<file path="src/rtl/if_id_stage_pkg.sv">
// Shared definitions for the IF/ID pipeline register: state encoding,
// reset/bubble constants and the link-address helper.
package if_id_stage_pkg;

   typedef enum logic [1:0] {
      ST_EMPTY  = 2'd0,
      ST_LOADED = 2'd1,
      ST_HOLD   = 2'd2
   } ifid_state_e;

   localparam logic [31:0] IFID_NOP_WORD = 32'h0000_0000;
   localparam logic [31:0] IFID_RESET_PC = 32'h0000_3000;

   // Link address for jal/jalr; the 32-bit result wraps naturally.
   function automatic logic [31:0] pc_plus8(input logic [31:0] pc);
      return pc + 32'd8;
   endfunction

endpackage

</file>
<file path="src/rtl/if_id_stage.sv">
// IF/ID pipeline register with stall hold, flush-to-bubble and deferred flush.
// Optional performance counters are enabled by defining IFID_PERF_EN.
module if_id_stage
   import if_id_stage_pkg::*;
#(
   parameter logic [31:0] RESET_PC = IFID_RESET_PC,
   parameter logic [31:0] NOP_WORD = IFID_NOP_WORD
) (
   input  logic        clk,
   input  logic        reset,
   input  logic [31:0] if_instr,
   input  logic [31:0] if_pc,
   input  logic        stall,
   input  logic        flush,
   output logic [31:0] id_instr,
   output logic [31:0] id_pc,
   output logic [31:0] id_pc8,
   output logic        id_valid,
`ifdef IFID_PERF_EN
   output logic [31:0] perf_valid_cnt,
   output logic [31:0] perf_bubble_cnt,
`endif
   output logic        id_held
);

   ifid_state_e state_q, state_d;
   logic [31:0] instr_q, instr_d;
   logic [31:0] pc_q, pc_d;
   logic        pending_flush_q, pending_flush_d;

`ifdef IFID_PERF_EN
   logic [31:0] perf_valid_cnt_q, perf_valid_cnt_d;
   logic [31:0] perf_bubble_cnt_q, perf_bubble_cnt_d;
`endif

   // Next-state and next-contents selection: stall > flush (new or pending) > load.
   always_comb begin
      state_d         = state_q;
      instr_d         = instr_q;
      pc_d            = pc_q;
      pending_flush_d = pending_flush_q;

      if (stall) begin
         // A flush seen under stall is remembered, not applied.
         pending_flush_d = pending_flush_q | flush;
         case (state_q)
            ST_EMPTY:  state_d = ST_EMPTY;
            ST_LOADED: state_d = ST_HOLD;
            ST_HOLD:   state_d = ST_HOLD;
            default:   state_d = ST_EMPTY;
         endcase
      end else if (flush || pending_flush_q) begin
         state_d         = ST_EMPTY;
         instr_d         = NOP_WORD;
         pc_d            = if_pc;
         pending_flush_d = 1'b0;
      end else begin
         state_d         = ST_LOADED;
         instr_d         = if_instr;
         pc_d            = if_pc;
         pending_flush_d = 1'b0;
      end
   end

`ifdef IFID_PERF_EN
   // Counter increments: delivered instructions and bubble/stall cycles.
   always_comb begin
      perf_valid_cnt_d  = perf_valid_cnt_q;
      perf_bubble_cnt_d = perf_bubble_cnt_q;
      if ((state_q == ST_LOADED) && !stall) begin
         perf_valid_cnt_d = perf_valid_cnt_q + 32'd1;
      end else begin
         perf_valid_cnt_d = perf_valid_cnt_q;
      end
      if (stall || (state_q == ST_EMPTY)) begin
         perf_bubble_cnt_d = perf_bubble_cnt_q + 32'd1;
      end else begin
         perf_bubble_cnt_d = perf_bubble_cnt_q;
      end
   end
`endif

   // Pipeline register; reset discards any hold and any pending flush at once.
   always_ff @(posedge clk) begin
      if (reset) begin
         state_q           <= ST_EMPTY;
         instr_q           <= NOP_WORD;
         pc_q              <= RESET_PC;
         pending_flush_q   <= 1'b0;
`ifdef IFID_PERF_EN
         perf_valid_cnt_q  <= 32'd0;
         perf_bubble_cnt_q <= 32'd0;
`endif
      end else begin
         state_q           <= state_d;
         instr_q           <= instr_d;
         pc_q              <= pc_d;
         pending_flush_q   <= pending_flush_d;
`ifdef IFID_PERF_EN
         perf_valid_cnt_q  <= perf_valid_cnt_d;
         perf_bubble_cnt_q <= perf_bubble_cnt_d;
`endif
      end
   end

   assign id_instr = instr_q;
   assign id_pc    = pc_q;
   assign id_pc8   = pc_plus8(pc_q);
   assign id_valid = (state_q == ST_LOADED) || (state_q == ST_HOLD);
   assign id_held  = (state_q == ST_HOLD);

`ifdef IFID_PERF_EN
   assign perf_valid_cnt  = perf_valid_cnt_q;
   assign perf_bubble_cnt = perf_bubble_cnt_q;
`endif

endmodule
</file>
<file path="config.mk">
export PLATFORM = sky130hd
export DESIGN_NAME = if_id_stage
export DESIGN_NICKNAME = d
export VERILOG_FILES = /design/src/rtl/if_id_stage_pkg.sv /design/src/rtl/if_id_stage.sv
export SDC_FILE = /design/constraint.sdc
export NUM_CORES = 1
export LEC_CHECK = 0
export BUFFER_PORTS_ARGS = -buffer_cell sky130_fd_sc_hd__buf_2
export CORE_AREA = 8 8 84 101
export CTS_CLUSTER_DIAMETER = 150
export DETAILED_ROUTE_END_ITERATION = 7
export DIE_AREA = 0 0 92 109
export GPL_TIMING_DRIVEN = 0
export PLACE_DENSITY_LB_ADDON = 0.08
export RECOVER_POWER = 25
export SLEW_MARGIN = 25
export SYNTH_ARGS = -nofsm -noshare
export SYNTH_HDL_FRONTEND = slang
export SYNTH_SLANG_ARGS = --single-unit
</file>
<file path="constraint.sdc">
create_clock -name clk -period 3.2 [get_ports clk]
set_input_delay 0.8 -clock clk [delete_from_list [all_inputs] [get_ports clk]]
set_output_delay 0.8 -clock clk [all_outputs]
set_load 0.03 [all_outputs]
</file>
Yosys cells after proc, flatten, opt, wreduce, memory -nomap -nowiden
Index checks and enable logic that the tools add are counted.

storage, ports and cells
  logic and storage cells = 17
  bits in registers = 67

operators by class
  bitwise logic cells = 2
  reductions and logical operators = 4
  add/subtract/negate cells = 1
  equality and inequality tests = 2
  muxes and demuxes = 4

operators by type and width
  cell                                                  count
  adder 32 x 4 -> 32 bit (second input constant)        1
  two-way mux 32 bit                                    1
  two-way mux 2 bit                                     2
  OR reduction 2 bit                                    2
  equality test 2 x 1 -> 1 bit (second input constant)  1
  equality test 2 bit (second input constant)           1
  logical OR 1 bit                                      2
  two-way mux 1 bit                                     1
  inverter 1 bit                                        1
  bitwise OR 1 bit                                      1

Longest topological paths before layout
Gate-level depths: netlist of run 1.

  word-level depth = 4
  mapped depth = 6

Worst setup path after synthesis of run 1
No wires, ideal clock.

  path type = register to output
  from = reg pc_q[3], in the netlist id_pc[3]
  to = out id_pc8[27]
  required time = 2.400 ns
  stages on the path, launching flop included = 6
  path buffers = 0
  data arrival time = 2.415 ns
  setup slack = -0.015 ns
  path through = dfxtp_1 > ha_1 > nand4_1 > nor4_1 > nand4_1 > xnor2_1

on the way
  word-level cells in the longest chain between the ends = 1

RTL lines
  element                   line                   source
  start: declaration        if_id_stage.sv:28      logic [31:0] pc_q, pc_d;
  start signal: assignment  if_id_stage.sv:97      pc_q <= pc_d;
  adder 32 x 4 -> 32 bit    if_id_stage_pkg.sv:16  return pc + 32'd8;
  end: declaration          if_id_stage.sv:17      output logic [31:0] id_pc8,

No other way between the ends.

Final worst setup path of run 1
  from = reg pc_q[11], in the netlist id_pc[11]
  to = out id_pc8[26]

Same word-level chain as after synthesis.

==> key figures, run 1 <==
Timing
  – Normalized max-slew margin: 41.9%
  – Fin Setup TNS: 0 ns
  – Final Setup Violations: 0
  – Final cycle utilization of the critical path: 95.0%
  – Worst clock skew: approximately 0.012 ns
  – Minimum clock period: 3.04 ns
  – Fin. Hold Viols: 0
  – Highest Clock Rate: ~330 MHz
  – Measured slew at the worst slew-check pin: around 0.86 ns
  – Setup repair after global routing missed its margin: no
  – Pins Over Slew Limit: 0

Floorplan
  – Initial Utilization: approximately two fifths
  – Y dimension of the die: 109 µm
  – Count of standard-cell rows: 34
  – Area of the core region: 6980 µm²
  – Boundary pin count: 166
  – Area enclosed by the die boundary: 10000 µm²
  – Die W: 92 µm

Power and ir drop
  – Leak: 0.00187 µW
  – Power Internal: around 1500 µW
  – Portion of total power attributed to combinational logic: 16.7%
  – Peak supply drop: approximately 0.31 mV
  – Clock power frac: 38.1%
  – Total design power: between 2000 and 2500 µW
  – PD cells: 521 nW/µm²
  – Part of the power in registers: a little under half
  – Net Switching: 589 µW
  – Fraction of power spent switching nets: 28.8%

CTS
  – Post-CTS Hold Fix Bufs: 0
  – Clock tree root buffer cell: sky130_fd_sc_hd__clkbuf_8
  – TritonCTS clock tree: built
  – Clk Latency, worst-skew pair: 0.33 ns
  – Clock buffer count from CTS: 9
  – Clock transition at the registers of the reported paths: 0.07 ns
  – H-tree levels: 3
  – CTS max path bufs: 2
  – Clk sink count: 67

Routing
  – Number of design-rule violations left by the first detailed-router iteration: 79
  – Antenna-violating nets left: 0
  – Total DRC errors in the routed layout: 0
  – Average via count per standard cell: 4.80
  – Routed WL: 8.31 mm
  – Via Count: 2610
  – Mean routed wirelength per cell: 15.3 µm
  – Total iterations of the first detailed-routing run: 4

Synth
  – Mean post-synth cell area: between 10 and 15 µm²
  – Post-Syn Instances: roughly 270
  – Area share of the largest cell type after synthesis: 49.0%
  – Number of register bits inferred by synthesis: 67
  – Leading area contributor after synthesis: sky130_fd_sc_hd__dfxtp_1
  – Main area contributors after synthesis: sky130_fd_sc_hd__dfxtp_1 (49%), sky130_fd_sc_hd__mux2i_1 (11%), sky130_fd_sc_hd__a22o_1 (10%)
  – Warnings, synthesis: 0
  – Number of distinct library cells after synthesis: 25
  – Main synth FF type: sky130_fd_sc_hd__dfxtp_1
  – Number of synthesized flops with an enable pin: 0
  – Post-Syn Nets: 343
  – Fraction of synthesis flops using an asynchronous set or reset pin: 0%
  – Post-Syn Area: 2740 µm²
  – Fraction of the yosys area taken by sequential cells: between 40% and 50%

Final layout
  – Antenna diode count: 0
  – Synthesis-to-layout area growth: 43.2%
  – Layout cells sized above 1: 35.7%
  – # nets final: around 520

Worst setup path
  – Highest net fanout along the worst path: 7
  – Crit path DAT: 2.24 ns
  – Required @ worst endpoint: 2.40 ns
  – Crit Path Category: flip-flop to primary output
  – Startpoint type of the worst setup path: flip-flop
  – Category of the worst setup path capture point: primary output

Global route
  – Pin count of the biggest net entering global routing: 13
  – Via count of the first global-routing pass: 2672
  – Global router's overall resource usage: 16.5%
  – Global-route wire length before repair: 13.2 mm
  – Number of antenna violations at the first check in global routing: 0
  – Total global routing overflow: 0

Run status
  – Outcome: finished, final reports clean

Placement
  – DP HPWL: 6.60 mm
  – Port-buffer cells: 163
  – Placer Congestion: slightly above 0.8

Min path
  – Type of the tightest min-delay check: flip-flop to flip-flop

Run
  – Number of max-cap violations: 0
==> final cells by class <==
class                           count  area [µm²]
Clock buffer                       10         138
Tap cell                           90         113
Multi-Input combinational cell    180        1330
Fill cell                         726        3050
Sequential cell                    67        1360
Timing Repair Buffer              165         787
Buffer                             20        88.8
Clock inverter                      6        88.8
Inverter                            6        22.5
==> sequential cells by signal (all words and copies together), names as in the netlist <==
name             flops
id_instr            32
id_pc               32
state_q              2
pending_flush_q      1
==> layout by cell type, fill, tap and decap left out, types with 3 or more instances in the layout <==
cell and count:
sky130_fd_sc_hd__buf_2 126, sky130_fd_sc_hd__dfxtp_1 59, sky130_fd_sc_hd__clkbuf_1 52, sky130_fd_sc_hd__nor2_1 36, sky130_fd_sc_hd__a22o_1 32, sky130_fd_sc_hd__mux2i_1 30
sky130_fd_sc_hd__xnor2_1 17, sky130_fd_sc_hd__nand3_1 15, sky130_fd_sc_hd__xor2_1 10, sky130_fd_sc_hd__clkbuf_8 10, sky130_fd_sc_hd__nand4_1 9, sky130_fd_sc_hd__nand2_1 7
sky130_fd_sc_hd__inv_1 6, sky130_fd_sc_hd__dfxtp_2 6, sky130_fd_sc_hd__buf_4 5, sky130_fd_sc_hd__nor4_1 3, sky130_fd_sc_hd__and3_1 3, sky130_fd_sc_hd__nor4_2 3
sky130_fd_sc_hd__nor2b_1 3
==> logic make-up after synthesis <==
family	Yosys count	share of synthesized area (%)
simple gates	86	15.3
flops	67	49.0
compound gates	35	11.1
mux	30	11.0
xor+xnor	27	8.63
buf+inv	26	4.07
fa+ha+maj	2	0.914
==> per-stage QoR <==
| stage | utilization (%) | hold slack, ns | setup slack [ns] | instances | instance area [µm²] |
|---|---|---|---|---|---|
| 3_5_place_dp | 52.7 | 0.451 | 0.168 | 526 | 3670 |
| 6_report | 56.2 | 0.473 | 0.160 | 544 | 3920 |
| 4_1_cts | 56.3 | 0.474 | 0.0187 | 542 | 3930 |
| 2_1_floorplan | - | 0.441 | 0.131 | 273 | 2750 |
| 3_3_place_gp | 52.7 | 0.448 | 0.211 | 526 | 3670 |
| 5_1_grt | 56.2 | 0.489 | 0.0127 | 544 | 3920 |
==> power groups by stage <==
stage | registers, µW | logic [µW] | clock network [µW]
floorplan | 1010 | 151 | 0
global placement | 938 | 350 | 0
detailed placement | 939 | 353 | 0
CTS | 921 | 353 | 799
global route | 930 | 369 | 849
finish | 923 | 343 | 780
==> critical path, stage by stage, from the launching register on <==
cell                       delay [ns]
sky130_fd_sc_hd__dfxtp_2         0.41
sky130_fd_sc_hd__nand4_4         0.14
sky130_fd_sc_hd__or4_1           0.51
sky130_fd_sc_hd__buf_2           0.19
sky130_fd_sc_hd__nor4_2          0.26
sky130_fd_sc_hd__xor2_1          0.18
sky130_fd_sc_hd__clkbuf_4        0.21
==> worst paths after layout <==
path	cells past startpoint	from	end	slack (ns)
worst max register to register	3	pending_flush_q$_SDFF_PP0_	id_instr[11]$_SDFFE_PP0N_	1.48
worst max-delay path	6	id_pc[11]$_SDFFE_PP0N_	id_pc8[26]	0.16
worst min register to register	1	id_instr[8]$_SDFFE_PP0N_	id_instr[8]$_SDFFE_PP0N_	0.47
worst min-delay path	1	id_instr[8]$_SDFFE_PP0N_	id_instr[8]$_SDFFE_PP0N_	0.47
==> routing by layer <==
metal,share of wire (%),track usage (%),vias to the layer above
met2,49,27.2,100
li1,-,-,1315
met1,41,18.2,1193
met3,9.3,8.68,2
met5,0,0,-
met4,0.37,4.50,0
==> Yosys cell counts, drive strengths merged (2+ instances only) <==
cell and n:
xnor2 17, nor4 7, a22o 32, clkbuf 16
mux2i 30, dfxtp 67, inv 6, xor2 10
nor3 2, buf 4, nand2 7, nand3 15
ha 2, a211o 2, nor2 36, nand4 10
and3 3, nor2b 3
==> what timing repair did <==
item,4_1_cts,5_1_grt
gates resized for setup,6,10
endpoints found under the setup margin,9,11
setup buffers,0,2
pin swaps,1,1
(Power assumes the default switching activity.)
==> inputs of run 2 (changes only) <==
Settings changed: REMOVE_ABC_BUFFERS from default to 1.
==> key figures, run 2 (same netlist as run 1, synthesis figures left out) <==
Timing
  – Worst hold slack across all endpoints: approximately 0.47 ns
  – Highest Clock Rate: around 330 MHz
  – Pins Over Slew Limit: 0
  – Measured slew at the worst slew-check pin: approximately 1.0 ns
  – Setup slack after layout: 0.137 ns
  – Final Setup Violations: 0
  – Final cycle utilization of the critical path: 95.7%
  – Fin. Hold Viols: 0
  – Minimum clock period: 3.06 ns
  – Normalized max-slew margin: 33.2%
  – Worst clock skew: 0.00633 ns

CTS
  – Clk sink count: 67
  – TritonCTS clock tree: built
  – Post-CTS Hold Fix Bufs: 0
  – CTS max path bufs: 2
  – H-tree levels: 3
  – Clock transition at the registers of the reported paths: 0.07 ns
  – Clock tree root buffer cell: sky130_fd_sc_hd__clkbuf_8
  – Clock buffer count from CTS: 9
  – Clk Latency, worst-skew pair: ~0.34 ns

Routing
  – Routed WL: 8.02 mm
  – Total DRC errors in the routed layout: 0
  – Average via count per standard cell: 4.83
  – Antenna-violating nets left: 0
  – Number of design-rule violations left by the first detailed-router iteration: 67
  – Routed length on met1: ~3.3 mm
  – Via Count: about 2600
  – Metal3 WL: 887 µm
  – Mean routed wirelength per cell: 15.1 µm
  – Total iterations of the first detailed-routing run: 4
  – WL met2: 3.73 mm
  – Top routing layer in use: met4

Placement
  – Port-buffer cells: 165
  – Placer Congestion: about 0.73
  – DP HPWL: 6.13 mm
  – Worst-case setup slack after placement: -0.0733 ns

Run status
  – Outcome: finished, final reports clean

Worst setup path
  – Startpoint type of the worst setup path: flip-flop
  – Category of the worst setup path capture point: primary output
  – Crit path DAT: 2.26 ns
  – Required @ worst endpoint: 2.40 ns
  – Highest net fanout along the worst path: 8
  – Crit Path Category: flip-flop to primary output
  – Source of the critical timing path: id_pc[8]$_SDFFE_PP0N_
  – Reg2Reg Launch Point: pending_flush_q$_SDFF_PP0_

Final layout
  – Most used cells in the layout excluding fill and tap cells: sky130_fd_sc_hd__buf_2 (133), sky130_fd_sc_hd__dfxtp_1 (64), sky130_fd_sc_hd__nor2_1 (36), sky130_fd_sc_hd__clkbuf_1 (35), sky130_fd_sc_hd__a22o_1 (32)
  – Layout cells sized above 1: between 30 and 40%
  – Most common library cell in the layout ignoring fill and taps: sky130_fd_sc_hd__buf_2
  – Synthesis-to-layout area growth: 42.9%
  – Area of the multi-input gates: around 1300 µm²
  – Area of all sequential standard cells: 1350 µm²
  – Filler Cells Inserted: 705
  – # nets final: 506

Power and ir drop
  – Leak: 0.00190 µW
  – Peak supply drop: 0.252 mV
  – PD cells: 558 nW/µm²

Global route
  – Via count of the first global-routing pass: about 2600
  – Global router's overall resource usage: approximately 16%
  – Pin count of the biggest net entering global routing: 37
  – Number of antenna violations at the first check in global routing: 0
  – Total global routing overflow: 0
  – Global-route wire length before repair: 12.7 mm

Floorplan
  – Count of standard-cell rows: 34
  – Boundary pin count: 166
  – Die W: around 90 µm
  – Y dimension of the die: 109 µm
  – Initial Utilization: 39.3%
  – Area enclosed by the die boundary: between 10000 and 15000 µm²
  – Area of the core region: 6980 µm²

Run
  – Number of max-cap violations: 0

Min path
  – Type of the tightest min-delay check: flip-flop to flip-flop
  – HP Start: pending_flush_q$_SDFF_PP0_
## run 2: cell count changes in the layout (fill, tap and decap cells not counted), sizes merged
| cell | previous run | this run |
|---|---|---|
| buf | 131 | 138 |
| bufinv | 2 | 4 |
| clkbuf | 64 | 44 |
| clkinvlp | 2 | 0 |
| diode | 0 | 1 |
## run 2: path summary, 6_finish.rpt
kind | to | slack [ns] | cells after the start
setup / recovery | id_pc8[30] | 0.14 | 5
hold / removal | pending_flush_q$_SDFF_PP0_ | 0.47 | 1
setup reg to reg | id_instr[19]$_SDFFE_PP0N_ | 1.44 | 5
hold reg to reg | pending_flush_q$_SDFF_PP0_ | 0.47 | 1
## run 2: repair_timing
item / in CTS / in global routing
resized for setup: 3 / 5
setup endpoints to repair: 9 / 10
endpoints found under the hold margin: 0 / 0
pin swaps: 0 / 1
buffers inserted: 0 / 2
## run 2: critical path, cell delays in order (launching register included)
cell and delay (ns):
sky130_fd_sc_hd__dfxtp_1 0.48, sky130_fd_sc_hd__nand4_1 0.18, sky130_fd_sc_hd__or4_4 0.57, sky130_fd_sc_hd__nor4_1 0.31, sky130_fd_sc_hd__xor2_1 0.17, sky130_fd_sc_hd__buf_2 0.21
## run 2: layer usage
layer,global-route usage (%),vias to the layer above
met1,17.6,1162
met5,0,-
met3,7.44,10
met2,24.8,110
li1,-,1288
met4,7.61,0
## run 2: report_power, final
group	internal, µW	total (µW)	switching, µW
sequential	875	922	47.0
clock	599	923	324
combinational	120	339	219
## run 2: layout make-up
cell class,instances,area share (%)
Sequential cell,67,34.4
Multi-Input combinational cell,180,33.9
Timing Repair Buffer,172,21.4
Clock inverter,6,3.52
Clock buffer,10,3.26
Tap cell,90,2.88
Inverter,6,0.575
Antenna cell,1,0.0639
## run 2: through the flow
stage / instance area (µm²) / util [%] / total power (µW) / TNS, ns / cells
floorplan: 2650 / - / 1140 / -16.56 / 253
global placement: 3590 / 51.4 / 1280 / -80.51 / 508
detailed placement: 3640 / 52.2 / 1290 / -0.249 / 513
CTS: 3930 / 56.3 / 2210 / 0 / 529
global route: 3910 / 56.1 / 2270 / -0.00340 / 531
finish: 3910 / 56.1 / 2190 / 0 / 532
==> inputs of run 3 (changes only) <==
Settings changed: ABC_AREA from default to 1, CORE_AREA 8 8 84 101 to 8 8 87 104, DIE_AREA 0 0 92 109 to 0 0 95 112, REMOVE_ABC_BUFFERS 1 to default.
==> key figures, run 3 <==
Worst setup path
  – Crit path DAT: 1.88 ns
  – Crit Path Category: flip-flop to primary output
  – Source of the critical timing path: id_pc[4]$_SDFFE_PP0N_
  – Required @ worst endpoint: 2.40 ns
  – Category of the worst setup path capture point: primary output
  – Highest net fanout along the worst path: 5
  – Reg2Reg Launch Point: pending_flush_q$_SDFF_PP0_
  – Depth of the worst register-to-register path: 5
  – Reg2reg setup slack: about 1.9 ns
  – Startpoint type of the worst setup path: flip-flop
  – Reg2reg end: id_instr[4]$_SDFFE_PP0N_

Final layout
  – Synthesis-to-layout area growth: 38.6%
  – Antenna diode count: 0
  – Most common library cell in the layout ignoring fill and taps: sky130_fd_sc_hd__buf_2
  – Design area: 4070 µm²
  – Layout cells sized above 1: 37.9%
  – # nets final: 597
  – Most used cells in the layout excluding fill and tap cells: sky130_fd_sc_hd__buf_2 (164), sky130_fd_sc_hd__nand2_1 (95), sky130_fd_sc_hd__dfxtp_1 (67), sky130_fd_sc_hd__a22o_1 (44), sky130_fd_sc_hd__nor2_1 (30)

Routing
  – Antenna-violating nets left: 0
  – Mean routed wirelength per cell: 14.6 µm
  – Via Count: 2910
  – Average via count per standard cell: 4.67
  – Total DRC errors in the routed layout: 0
  – Total iterations of the first detailed-routing run: 4
  – Routed WL: roughly 9 mm
  – Number of design-rule violations left by the first detailed-router iteration: 81

Run
  – Number of max-cap violations: 0

Synth
  – Post-Syn Nets: 421
  – Main area contributors after synthesis: sky130_fd_sc_hd__dfxtp_1 (46%), sky130_fd_sc_hd__a22o_1 (13%), sky130_fd_sc_hd__nand2_1 (12%)
  – Fraction of synthesis flops using an asynchronous set or reset pin: 0%
  – Post-Syn Instances: 351
  – Number of distinct library cells after synthesis: 21
  – Fraction of the yosys area taken by sequential cells: 45.7%
  – Mean post-synth cell area: around 8.4 µm²
  – Warnings, synthesis: 0
  – Leading area contributor after synthesis: sky130_fd_sc_hd__dfxtp_1
  – Area share of the largest cell type after synthesis: 45.7%
  – Most instantiated cells after synthesis: sky130_fd_sc_hd__nand2_1 (95), sky130_fd_sc_hd__dfxtp_1 (67), sky130_fd_sc_hd__a22o_1 (44)
  – Number of synthesized flops with an enable pin: 0
  – Post-Syn Area: 2940 µm²
  – Library cell with the highest instance count after synthesis: sky130_fd_sc_hd__nand2_1
  – Number of register bits inferred by synthesis: 67
  – Main synth FF type: sky130_fd_sc_hd__dfxtp_1

Placement
  – Port-buffer cells: 165
  – Worst-case setup slack after placement: 0.845 ns
  – Placer Congestion: 0.860
  – DP Area: 3880 µm²
  – DP HPWL: 7.38 mm

Global route
  – Pin count of the biggest net entering global routing: 13
  – Total global routing overflow: 0
  – Global-route wire length before repair: approximately 15 mm
  – Global router's overall resource usage: 17.3%
  – Via count of the first global-routing pass: 3029
  – Number of antenna violations at the first check in global routing: 1

Timing
  – Final Setup Violations: 0
  – Normalized max-slew margin: 58.0%
  – Minimum clock period: 2.68 ns
  – Fin Setup TNS: 0 ns
  – Highest Clock Rate: between 300 and 400 MHz
  – Setup slack after layout: 0.515 ns
  – Setup repair after global routing missed its margin: no
  – Pins Over Slew Limit: 0
  – Worst clock skew: 0.0107 ns
  – Fin. Hold Viols: 0
  – Final cycle utilization of the critical path: approximately 84%
  – Measured slew at the worst slew-check pin: roughly 0.63 ns

Min path
  – Instance count along the most critical hold path: 1
  – Type of the tightest min-delay check: flip-flop to flip-flop
  – Hold endpoint: id_instr[25]$_SDFFE_PP0N_
  – HP Start: id_instr[25]$_SDFFE_PP0N_

CTS
  – Post-CTS Hold Fix Bufs: 0
  – Clock tree root buffer cell: sky130_fd_sc_hd__clkbuf_8
  – Cts repair resizes: 0
  – TritonCTS clock tree: built
  – Post-CTS Setup Repair Bufs: 0
  – Clock transition at the registers of the reported paths: 0.08 ns
  – Clock buffer count from CTS: 9
  – H-tree levels: 3
  – Clk Latency, worst-skew pair: 0.34 ns
  – CTS max path bufs: 2
  – Clk sink count: 67

Power and ir drop
  – Peak supply drop: 0.236 mV
  – Leak: 0.00213 µW
  – PD cells: roughly 500 nW/µm²

Floorplan
  – Boundary pin count: 166
  – Area enclosed by the die boundary: 10600 µm²
  – Y dimension of the die: 112 µm
  – Count of standard-cell rows: 35
  – Initial Utilization: 39.2%
  – Area of the core region: 7490 µm²
  – Die W: roughly 95 µm

Run status
  – Outcome: finished, final reports clean
run 3: cell count changes after synthesis, moves of 12 or more:
cell	delta
sky130_fd_sc_hd__a22o_1	+12
sky130_fd_sc_hd__inv_1	+22
sky130_fd_sc_hd__mux2i_1	-30
sky130_fd_sc_hd__nand2_1	+88
sky130_fd_sc_hd__o21ai_0	+17
sky130_fd_sc_hd__xnor2_1	-17
run 3: cells by family (layout without fill, tap and decap cells):
family          Yosys count  in the layout  share of synthesized area [%]
compound gates           63             63                           16.6
xor+xnor                 15             15                           4.98
fa+ha+maj                 2              2                          0.852
buf+inv                  45            225                           6.43
flops                    67             67                           45.7
simple gates            159            159                           25.5
run 3: report_power, final:
group | internal [µW] | leakage (µW) | switching [µW]
Clock | 437 | 0.000106 | 338
Sequential | 874 | 0.000550 | 38.9
Combinational | 111 | 0.00147 | 224
run 3: how the worst max path moves through the flow:
stage	end	slack, ns	depth (start not counted)
finish	id_pc8[17]	0.52	7
global route	id_pc8[17]	0.35	7
CTS	id_pc8[17]	0.45	7
detailed placement	id_pc8[17]	0.84	7
global placement	id_pc8[17]	0.88	7
floorplan	id_pc8[13]	0.62	6
run 3: cell type report:
cell class | count | area, µm²
fill | 763 | 3420
tap | 92 | 115
buffer | 15 | 68.8
multi-input combinational | 239 | 1400
inverter | 30 | 113
sequential | 67 | 1340
clock buffer | 9 | 124
clock inverter | 6 | 90.1
timing repair buffer | 165 | 823
run 3: per-layer routing:
| layer | routed length [µm] | GRT usage (%) | up-vias |
|---|---|---|---|
| met5 | 8 | 0 | - |
| met1 | 3630 | 18.5 | 1299 |
| met3 | 902 | 7.87 | 8 |
| li1 | - | - | 1497 |
| met4 | 90 | 5.11 | 2 |
| met2 | 4480 | 29.3 | 104 |
run 3: worst max-delay path, stage by stage (launching register included):
cell	delay (ns)
sky130_fd_sc_hd__dfxtp_1	0.41
sky130_fd_sc_hd__ha_1	0.23
sky130_fd_sc_hd__nand2_2	0.08
sky130_fd_sc_hd__nor2_4	0.17
sky130_fd_sc_hd__nand2_2	0.11
sky130_fd_sc_hd__nor2_4	0.17
sky130_fd_sc_hd__xor2_1	0.16
sky130_fd_sc_hd__buf_2	0.22
run 3: through the flow:
stage | hold WS, ns | utilization, % | std cells | power, µW
after global routing | 0.496 | 54.4 | 623 | 2120
after global placement | 0.453 | 51.8 | 608 | 1270
final | 0.474 | 54.4 | 623 | 2020
after detailed placement | 0.459 | 51.8 | 608 | 1280
after floorplan | 0.440 | - | 351 | 1140
after CTS | 0.481 | 54.7 | 623 | 2050
